**src/rtl/led_pkg.sv**
```systemverilog
// ============================================================================
// led_pkg : mode and direction encodings plus the LED pattern helper.
// Revision: 1.0
// ============================================================================
`default_nettype none

package led_pkg;

  typedef enum logic [1:0] {
    MODE_ROL    = 2'd0,
    MODE_ROR    = 2'd1,
    MODE_BOUNCE = 2'd2,
    MODE_HOLD   = 2'd3
  } mode_e;

  typedef enum logic {
    DIR_ASC  = 1'b0,
    DIR_DESC = 1'b1
  } dir_e;

  localparam int LED_MAX_W = 256;

  // Callers truncate the result to their own LED count.
  function automatic logic [LED_MAX_W-1:0] pattern(input int p, input bit active_low);
    logic [LED_MAX_W-1:0] v;
    for (int i = 0; i < LED_MAX_W; i++) begin
      v[i] = (i == p) ^ active_low;
    end
    return v;
  endfunction

endpackage

`default_nettype wire

```
**src/rtl/led_pattern_engine_tick_gen.sv**
```systemverilog
// ============================================================================
// tick_gen : single-clock divider emitting a one-cycle registered tick every
//            CLK_HZ/TICK_HZ cycles while enabled.
// Revision: 1.0
// ============================================================================
`default_nettype none

module tick_gen #(
  parameter int CLK_HZ  = 100_000_000,
  parameter int TICK_HZ = 10
) (
  input  logic clk,
  input  logic rst,
  input  logic en,
  output logic tick
);

  localparam int DIV = CLK_HZ / TICK_HZ;
  localparam int CW  = (DIV >= 2) ? $clog2(DIV) : 1;

  generate
    if (DIV < 2) begin : g_div_check
      $error("tick_gen: CLK_HZ/TICK_HZ must be at least 2");
    end
  endgenerate

  logic [CW-1:0] cnt_q, cnt_d;
  logic          tick_q, tick_d;
  logic          last_w;

  assign last_w = (cnt_q == CW'(DIV - 1));

  always_comb begin
    cnt_d  = '0;
    tick_d = 1'b0;
    if (en) begin
      cnt_d  = last_w ? '0 : cnt_q + CW'(1);
      tick_d = last_w;
    end
  end

  always_ff @(posedge clk) begin
    if (rst) begin
      cnt_q  <= '0;
      tick_q <= 1'b0;
    end else begin
      cnt_q  <= cnt_d;
      tick_q <= tick_d;
    end
  end

  assign tick = tick_q;

endmodule

`default_nettype wire

```
**src/rtl/led_pattern_engine.sv**
```systemverilog
// ============================================================================
// led_pattern_engine : walks a single active LED (rotate / bounce / hold)
//                      stepping on each divided tick.
// Revision: 1.0
// ============================================================================
`default_nettype none

module led_pattern_engine
  import led_pkg::*;
#(
  parameter int CLK_HZ     = 100_000_000,
  parameter int TICK_HZ    = 10,
  parameter int WIDTH      = 16,
  parameter int ACTIVE_LOW = 1,
  localparam int PW        = (WIDTH >= 2) ? $clog2(WIDTH) : 1
) (
  input  logic             clk,
  input  logic             rst,
  input  logic             en,
  input  logic             pause,
  input  logic [1:0]       mode,
  output logic [WIDTH-1:0] led,
  output logic [PW-1:0]    pos,
  output logic             dir,
  output logic             tick
);

  generate
    if (WIDTH < 2 || WIDTH > LED_MAX_W) begin : g_width_check
      $error("led_pattern_engine: WIDTH out of range");
    end
  endgenerate

  logic             tick_w;
  logic             step_w;
  logic [PW-1:0]    pos_q, pos_d;
  dir_e             dir_q, dir_d;
  logic [WIDTH-1:0] led_q, led_d;

  tick_gen #(
    .CLK_HZ (CLK_HZ),
    .TICK_HZ(TICK_HZ)
  ) u_tick_gen (
    .clk (clk),
    .rst (rst),
    .en  (en),
    .tick(tick_w)
  );

  assign step_w = tick_w && !pause;

  always_comb begin
    pos_d = pos_q;
    dir_d = dir_q;
    if (step_w) begin
      case (mode_e'(mode))
        MODE_ROL: begin
          pos_d = (pos_q == PW'(WIDTH - 1)) ? '0 : pos_q + PW'(1);
          dir_d = DIR_ASC;
        end
        MODE_ROR: begin
          pos_d = (pos_q == '0) ? PW'(WIDTH - 1) : pos_q - PW'(1);
          dir_d = DIR_DESC;
        end
        MODE_BOUNCE: begin
          // Endpoints turn around immediately so neither end is shown twice.
          if (dir_q == DIR_ASC) begin
            if (pos_q == PW'(WIDTH - 1)) begin
              pos_d = PW'(WIDTH - 2);
              dir_d = DIR_DESC;
            end else begin
              pos_d = pos_q + PW'(1);
            end
          end else begin
            if (pos_q == '0) begin
              pos_d = PW'(1);
              dir_d = DIR_ASC;
            end else begin
              pos_d = pos_q - PW'(1);
            end
          end
        end
        default: begin
          pos_d = pos_q;
          dir_d = dir_q;
        end
      endcase
    end
    led_d = WIDTH'(pattern(int'(pos_d), ACTIVE_LOW != 0));
  end

  always_ff @(posedge clk) begin
    if (rst) begin
      pos_q <= '0;
      dir_q <= DIR_ASC;
      led_q <= WIDTH'(pattern(0, ACTIVE_LOW != 0));
    end else begin
      pos_q <= pos_d;
      dir_q <= dir_d;
      led_q <= led_d;
    end
  end

  assign led  = led_q;
  assign pos  = pos_q;
  assign dir  = dir_q;
  assign tick = tick_w;

endmodule

`default_nettype wire

```
**config.mk**
```make
export PLATFORM = sky130hd
export DESIGN_NAME = led_pattern_engine
export DESIGN_NICKNAME = d
export VERILOG_FILES = /design/src/rtl/led_pkg.sv /design/src/rtl/led_pattern_engine_tick_gen.sv /design/src/rtl/led_pattern_engine.sv
export SDC_FILE = /design/constraint.sdc
export NUM_CORES = 1
export LEC_CHECK = 0
export CAP_MARGIN = 20
export CORE_MARGIN = 4
export CORE_UTILIZATION = 56
export CTS_BUF_LIST = sky130_fd_sc_hd__clkbuf_8
export DETAILED_ROUTE_END_ITERATION = 6
export GPL_TIMING_DRIVEN = 0
export PLACE_DENSITY_LB_ADDON = 0.05
export SLEW_MARGIN = 20
export SYNTH_ARGS = -nofsm -noshare
export SYNTH_HDL_FRONTEND = slang
export SYNTH_SLANG_ARGS = --single-unit
export TNS_END_PERCENT = 5
```
**constraint.sdc**
```tcl
create_clock -name clk -period 2.86 [get_ports clk]
set_input_delay 0.429 -clock clk [delete_from_list [all_inputs] [get_ports clk]]
set_output_delay 0.429 -clock clk [all_outputs]
set_load 0.02 [all_outputs]
```
Yosys cells after proc, flatten, opt, wreduce, memory -nomap -nowiden

Cells that the tools add are included.
Widths: inputs -> output; s select.

Bitwise gates (word level): 17
Equality and inequality tests: 19
Multiplexer cells: 11
Reduce and logical (&&, ||, !) cells: 9
Add/subtract/negate cells: 3

Operators with widths:

| kind                  | count |
|---|---|
| $eq 4x4->1 const A    | 8 |
| $add 24x1->24 const B | 1 |
| $eq 24x24->1 const B  | 1 |
| $mux 4                | 6 |
| $not 1->1             | 17 |
| $eq 3x4->1 const A    | 4 |
| $pmux 4 s3            | 1 |
| $eq 2x4->1 const A    | 2 |
| $logic_not 4->1       | 2 |
| $add 4x1->4 const B   | 1 |
| $eq 1x4->1 const A    | 1 |
| $eq 4x4->1 const B    | 1 |
| $sub 4x1->4 const B   | 1 |
| $mux 1                | 3 |
| $pmux 1 s3            | 1 |
| $reduce_bool 3->1     | 1 |
| $reduce_or 3->1       | 1 |
| $eq 2x1->1 const B    | 1 |
| $eq 2x2->1 const B    | 1 |
| $logic_not 2->1       | 1 |
| $reduce_and 2->1      | 1 |
| $reduce_or 2->1       | 1 |
| $logic_and 1x1->1     | 1 |
| $logic_not 1->1       | 1 |

Output and inout bits: 22
Register bits: 46
Word-level logic and storage cells: 64

Logic depth before layout (Yosys ltp)

Gate-level depths: netlist of the first run.

Word-level depth: 7
Mapped depth: 8
Gate-level depth less buffers: 7

Hierarchy

From an unflattened synthesis of the first run, not the netlist that was laid out.

Cells, all modules: 268
Area total of the unflattened synthesis: 2,326.0 um^2

By module, submodules not included:

| module             | times used | area each (um^2) | cells each | seq. area each (um^2) |
|---|---|---|---|---|
| led_pattern_engine | 1          | 1,179.9          | 132        | 420.4 |
| tick_gen           | 1          | 1,146.1          | 136        | 500.5 |

Worst setup path before layout of the first run

Ideal clock, no wire load.

Path type: reg2reg
Start: register pos_q[0] (netlist: pos[0])
End: register led_q[3] (netlist: led[3])
Path buffers: 1
Cell stages (with the launch flop): 9
Arrival time: 2.118 ns
Data required time: 2.716 ns
Setup slack: 0.598 ns
Path through: dfxtp_1 > inv_1 > ha_1 > nor4b_1 > or3_1 > a41o_1 > buf_6 > a211oi_4 > nand3_1

Word-level cells in the longest chain between the ends: 7
Elaborated cells between the ends (all ways): 13

RTL lines:

| what                                | RTL line                                           | source |
|---|---|---|
| from (decl)                         | led_pattern_engine.sv:36                           | `logic [PW-1:0] pos_q, pos_d;` |
| from (signal assigned)              | led_pattern_engine.sv:98                           | `pos_q <= pos_d;` |
| $add 4x1->4 (tied with other cells) | led_pattern_engine.sv:58, led_pattern_engine.sv:72 |  |
| $mux 4, on equally long branches    | led_pattern_engine.sv:68, led_pattern_engine.sv:75 |  |
| $mux 4                              | led_pattern_engine.sv:67                           | `if (dir_q == DIR_ASC) begin` |
| $pmux 4 s3                          | led_pattern_engine.sv:56                           | `case (mode_e'(mode))` |
| $mux 4 (*)                          | led_pattern_engine.sv:55                           | `if (step_w) begin` |
| $eq 3x4->1 (*)                      | led_pkg.sv:27                                      | `v[i] = (i == p) ^ active_low;` |
| $not 1->1 (no source line) (*)      | --                                                 |  |
| to (signal assigned)                | led_pattern_engine.sv:96                           | `led_q <= WIDTH'(pattern(0, ACTIVE_LOW != 0));` |
| to (signal assigned)                | led_pattern_engine.sv:100                          | `led_q <= led_d;` |
| to (decl)                           | led_pattern_engine.sv:38                           | `logic [WIDTH-1:0] led_q, led_d;` |

Mark *: on every way between the ends. The rest lies on a longest branch, timed or not.
A chain may end at the register's enable or synchronous reset.

Final worst setup path of the first run

Start: input port mode[0]
End: register led_q[0] (netlist: led[0])

Word-level cells in the longest chain between the ends: 5
Elaborated cells between the ends (all ways): 7

RTL lines:

| what                               | RTL line                 | source |
|---|---|---|
| from (decl)                        | led_pattern_engine.sv:21 | `input logic [1:0] mode,` |
| $eq 2x2->1 (tied with other cells) | led_pattern_engine.sv:56 |  |
| $pmux 4 s3 (*)                     | led_pattern_engine.sv:56 |  |
| $mux 4 (*)                         | led_pattern_engine.sv:55 |  |
| $logic_not 4->1 (*)                | led_pkg.sv:27            |  |
| $not 1->1 (no source line) (*)     | --                       |  |

Marks and branches as above.

==> impl_metrics.ini, run 1 <==
[power_and_ir_drop]
ir_drop_v = 0.000375
power_mw = 1.05
leakage_nw = 0.890
powerDensity_nw_per_um2 = 414

[place]
place_hpwl_microns = 2980
pre_cts_slack_ns = 0.119
dp.cells = 309
gp_congestion = 0.874
io_buffer_count = 26
place_area_sq_um = 2440

[logic_synthesis]
synth_top_area_share = 0.435
synth-xor-area-share = 0.0910
synth_nets = 249
synthSimpleGateAreaFrac = 0.302
synthMuxAreaShare = 0.00532
postSynthCellCount = 235
yosys_warnings = 0
ys_async_sr_fraction = 0
synthAdderAreaFrac = 0.0473
ys_ff_latch = 46
ys_types = 42
yosys.area.top_type = dfxtp_1
avgSynthCellArea_sq_um = 9.01
synth_area_sq_um = 2120
synth_ff_type = dfxtp_1
ys_seq_area_frac = 0.435
synth_top_family_by_area = simple AND/OR/NAND/NOR gates
synth-compound-area-share = 0.0815
synth-edff-count = 0
yosys-top-cells-area = dfxtp_1 43%, xor2_1 7.0%, nor2_1 6.6%

[hold_path]
hp-class = in -> reg
hold_end = pos[2]
min_from = rst
hold_depth = 2

[grt]
gr-usage-met1 = 0.192
grt_pass1_wl_microns = 6870
use_met2 = 0.316
grt_usage = 0.174
antenna_found_initial = 0
grt_max_degree = 15
grt_pass1_vias = 1608
top_usage_layer = met2
grt.overflow.total = 0
grt_util_met3 = 0.0464

[finish]
stdcell_count = 317
final_layout_size_suffix_gt1_frac = 0.0855
diodes = 0
fin_area_sq_um = 2520
nFillCells = 304
final_core_util = 0.690
num-nets-final = 282
area_delta_synth_final_pct = 19.2
regArea_sq_um = 921
multiInputGateArea_sq_um = 1120

[critical_path]
critPathMaxStageDelay_ns = 0.46
cp-start-kind = input pin
cp_max_fo = 9
critical_path_arrival_ns = 2.60
regToRegSetupSlack_ns = 0.46
path_class = in -> reg
endpoint_kind = flop
worstPathRequired_ns = 3.00
r2r_start = pos[0]
reg2reg_depth = 8
rr_endpoint = led[3]
timing.critical_path.slowest_stage_cell = nor3_2
crit_chain = clkdlybuf4s50_1, ha_1, nor3b_2, mux2_2, nor3_2, a41oi_1

[routing]
via_count = 1759
ant_nets = 0
wl_per_cell_microns = 12.5
wirelength_microns = 3960
drt-pass1-iter-count = 4
drt_iter0_markers = 143
drc = 0
vias_per_cell = 5.55

[floorplan]
fp.dieH_microns = 69.5
rows = 22
die_w_microns = 69.5
core_sq_um = 3660
die_area_sq_um = 4830
initial_core_util = 0.579
pin_count = 28

[timing]
post-route-period-util = 0.860
setup_tns_ns = 0
hold_ws_ns = 0.454
max_freq_mhz = 406
skew_ns = 0.00619
hold_viol_final = 0
worst_slack_ns = 0.399
period_minus_slack_ns = 2.46
worstMarginPinSlew_ns = 0.711
rsz0062_at_grt = false
finalSetupViolCount = 0
max_slew_margin = 0.522
finalMaxSlewViolations = 0

[clocking]
ctsHoldBuffers = 0
h-tree-depth = 2
tritoncts = done
ctsResizeCount = 0
postCtsSetupBuffers = 0
cts_buffer_depth = 2
cts_root_buf = clkbuf_8
clk_latency_ns = 0.29
cts_sinks = 46
clkTransAtPathRegs_ns = 0.08
cts_made_buffers = 5

[run_status]
status = complete, no violations

[run]
maxCapViolations = 0
[worst max-delay path by stage]
| stage | startpoint | to | slack [ns] | depth (start not counted) |
|---|---|---|---|---|
| final | mode[0] | led[0] | 0.40 | 6 |
| after global routing | mode[0] | led[0] | 0.28 | 6 |
| after CTS | mode[0] | led[0] | 0.44 | 6 |
| after detailed placement | mode[0] | led[0] | 0.12 | 6 |
| after global placement | mode[0] | led[0] | 0.16 | 6 |
| after floorplan | pos[0] | led[3] | 0.60 | 8 |
[area by class of cell]
cell class / count / share of cell area
multi-input cells: 173 / 0.442
flip-flops and latches: 46 / 0.365
repair buffers: 26 / 0.103
clock buffers: 5 / 0.0273
well taps: 48 / 0.0238
plain buffers: 8 / 0.0203
inverters: 8 / 0.0119
clock inverters: 3 / 0.00694
[flip-flops by register name (all words and copies together) (netlist names)]
name / flops
u_tick_gen.cnt_q: 24
led: 16
pos: 4
dir: 1
u_tick_gen.tick: 1
[worst max-delay path, delay by kind of cell]
family	cells	cell delay, ns
simple gates	2	0.87
buf+inv	1	0.45
mux	1	0.41
fa+ha+maj	1	0.24
compound gates	1	0.21
[layout by cell type, fill, tap and decap left out, drive strengths merged, types with 7 or more instances in the layout]
cell type and n:
clkbuf 8, xor2 17, clkdlybuf4s50 26, nor2 37, nand3 19, ha 8, dfxtp 46, nor3 7
nand2 14, inv 9, nand4 16
[Yosys cell counts, types with 2 or more instances]
cell type / count
nor2_1: 37
nand3_1: 19
ha_1: 8
xor2_1: 17
xnor2_1: 5
dfxtp_1: 46
and3_1: 5
or3_1: 4
nor3_2: 2
nand4_1: 16
o221a_2: 2
nand2b_1: 2
nor3_1: 5
inv_1: 8
nand2_1: 14
clkbuf_1: 3
buf_6: 2
buf_2: 2
a21oi_1: 5
o21ai_0: 4
nor4b_1: 4
nor4_1: 2
and2_1: 3
a41oi_1: 2
[cells by family after synthesis]
group                      after synthesis
muxes                                    1
xor gates and xnor gates                22
and+or+nand+nor                        120
buffers and inverters                   16
DFF                                     46
AOI/OAI and AO/OA                       22
adders and majority gates                8
[per-layer routing]
layer  vias to the layer above  share of wire  routed length [microns]
li1                        894              -                        -
met1                       809           0.44                     1740
met2                        44           0.49                     1930
met3                        12          0.050                      198
met4                         0          0.021                       85
met5                         -              0                        0
[where the power goes]
group / leakage (nW) / switching (mW) / total [mW] / internal (mW)
sequential: 0.371 / 0.00116 / 0.642 / 0.641
combinational: 0.469 / 0.0207 / 0.0346 / 0.0139
clock: 0.0493 / 0.201 / 0.370 / 0.169
total: 0.890 / 0.223 / 1.05 / 0.824
(Power assumes the default switching activity.)
==> run 2, diff against run 1 <==
Settings changed: CORE_UTILIZATION 56 to 60.
Clock period 2.86 ns to 3 ns, I/O delays scaled along.
==> impl_metrics.ini, run 2 (synthesis results as in run 1) <==
[floorplan]
rows = 21
core_sq_um = 3360
initial_core_util = 0.630
pin_count = 28
fp.dieH_microns = 67.4
die_w_microns = 67.4
die_area_sq_um = 4540

[critical_path]
timing.critical_path.slowest_stage_cell = clkdlybuf4s50_1
crit_chain = clkdlybuf4s50_1, inv_1, ha_1, nor4b_1, nor4b_1, o31ai_1, and2_1, buf_4, a41oi_1
path_buf_inv = 3
cp-start-kind = input pin
cp_top_family = buffers and inverters
critPathMaxStageDelay_ns = 0.52
path_class = in -> reg
worstPathRequired_ns = 3.15
critical_path_arrival_ns = 2.59
endpoint_kind = flop
crit_top_cell = nor4b_1
cp_max_fo = 9

[run]
maxCapViolations = 0

[finish]
final_cell_mix = 46 x dfxtp_1, 37 x nor2_1, 26 x clkdlybuf4s50_1
final_layout_size_suffix_gt1_frac = 0.0892
stdcell_count = 315
diodes = 0
largest_register = u_tick_gen.cnt_q
layout_commonest_cell = dfxtp_1
num-nets-final = 282
final_core_util = 0.752
area_delta_synth_final_pct = 19.4
fin_area_sq_um = 2530
largest_reg_flops = 24

[timing]
rsz0062_at_grt = false
finalMaxSlewViolations = 0
max_slew_margin = 0.588
max_freq_mhz = 411
period_minus_slack_ns = 2.44
finalSetupViolCount = 0
post-route-period-util = 0.812
setup_tns_ns = 0
hold_viol_final = 0
worstMarginPinSlew_ns = 0.612
skew_ns = 0.0125

[clocking]
ctsResizeCount = 0
ctsHoldBuffers = 0
clk_latency_ns = 0.30
cts_made_buffers = 5
postCtsSetupBuffers = 0
cts_sinks = 46
cts_root_buf = clkbuf_8
h-tree-depth = 2
cts_buffer_depth = 2
clkTransAtPathRegs_ns = 0.09
tritoncts = done

[grt]
use_met2 = 0.399
grt.overflow.total = 0
top_usage_layer = met2
antenna_found_initial = 0
grt_max_degree = 17
grt_pass1_vias = 1726
grt_util_met3 = 0.0466
grt_pass1_wl_microns = 7430
grt_usage = 0.212
gr-usage-met1 = 0.231

[routing]
drt-pass1-iter-count = 4
wirelength_microns = 4120
drt_iter0_markers = 224
via_count = 1779
wl_per_cell_microns = 13.1
drc = 0
vias_per_cell = 5.65
ant_nets = 0

[hold_path]
hp-class = reg -> reg

[place]
io_buffer_count = 26
dp.cells = 307
place_area_sq_um = 2440
gp_congestion = 0.907
place_hpwl_microns = 3070

[power_and_ir_drop]
ir_drop_v = 0.000421
powerDensity_nw_per_um2 = 406
leakage_nw = 0.885

[run_status]
status = complete, no violations
## run 2: cell count changes in the layout (fill, tap and decap cells not counted)
cell	before	now
inv_6	0	1
clkinv_2	1	0
inv_1	9	8
clkinvlp_4	0	1
## run 2: path summary, 6_finish.rpt
check	from	endpoint	slack, ns	cells past startpoint
worst max-delay path	mode[1]	led[0]	0.56	9
worst min-delay path	u_tick_gen.cnt_q[0]	u_tick_gen.cnt_q[0]	0.46	1
worst max register to register	pos[0]	led[3]	0.60	8
worst min register to register	u_tick_gen.cnt_q[0]	u_tick_gen.cnt_q[0]	0.46	1
## run 2: final cells by class
| type | count | area (sq um) |
|---|---|---|
| repair buffers | 26 | 260 |
| well taps | 46 | 57.6 |
| clock inverters | 3 | 25.0 |
| flip-flops and latches | 46 | 921 |
| inverters | 8 | 30.0 |
| clock buffers | 5 | 68.8 |
| plain buffers | 8 | 51.3 |
| multi-input cells | 173 | 1120 |
| fillers | 274 | 833 |
## run 2: per-layer routing
layer | routed length, microns | share of wire
met5 | 0 | 0
met4 | 68 | 0.016
met3 | 190 | 0.046
met2 | 2200 | 0.53
met1 | 1660 | 0.40
## run 2: metrics by stage
stage | power (mW) | hold slack, ns | worst slack [ns]
final | 1.03 | 0.461 | 0.564
after global routing | 1.07 | 0.484 | 0.392
after CTS | 1.04 | 0.466 | 0.590
after detailed placement | 0.660 | 0.447 | 0.278
after global placement | 0.660 | 0.442 | 0.282
after floorplan | 0.648 | 0.430 | 0.738
## run 2: power breakdown
group	total, mW	switching (mW)	internal, mW
Sequential	0.612	0.00114	0.611
Clock	0.381	0.213	0.168
Combinational	0.0332	0.0200	0.0133
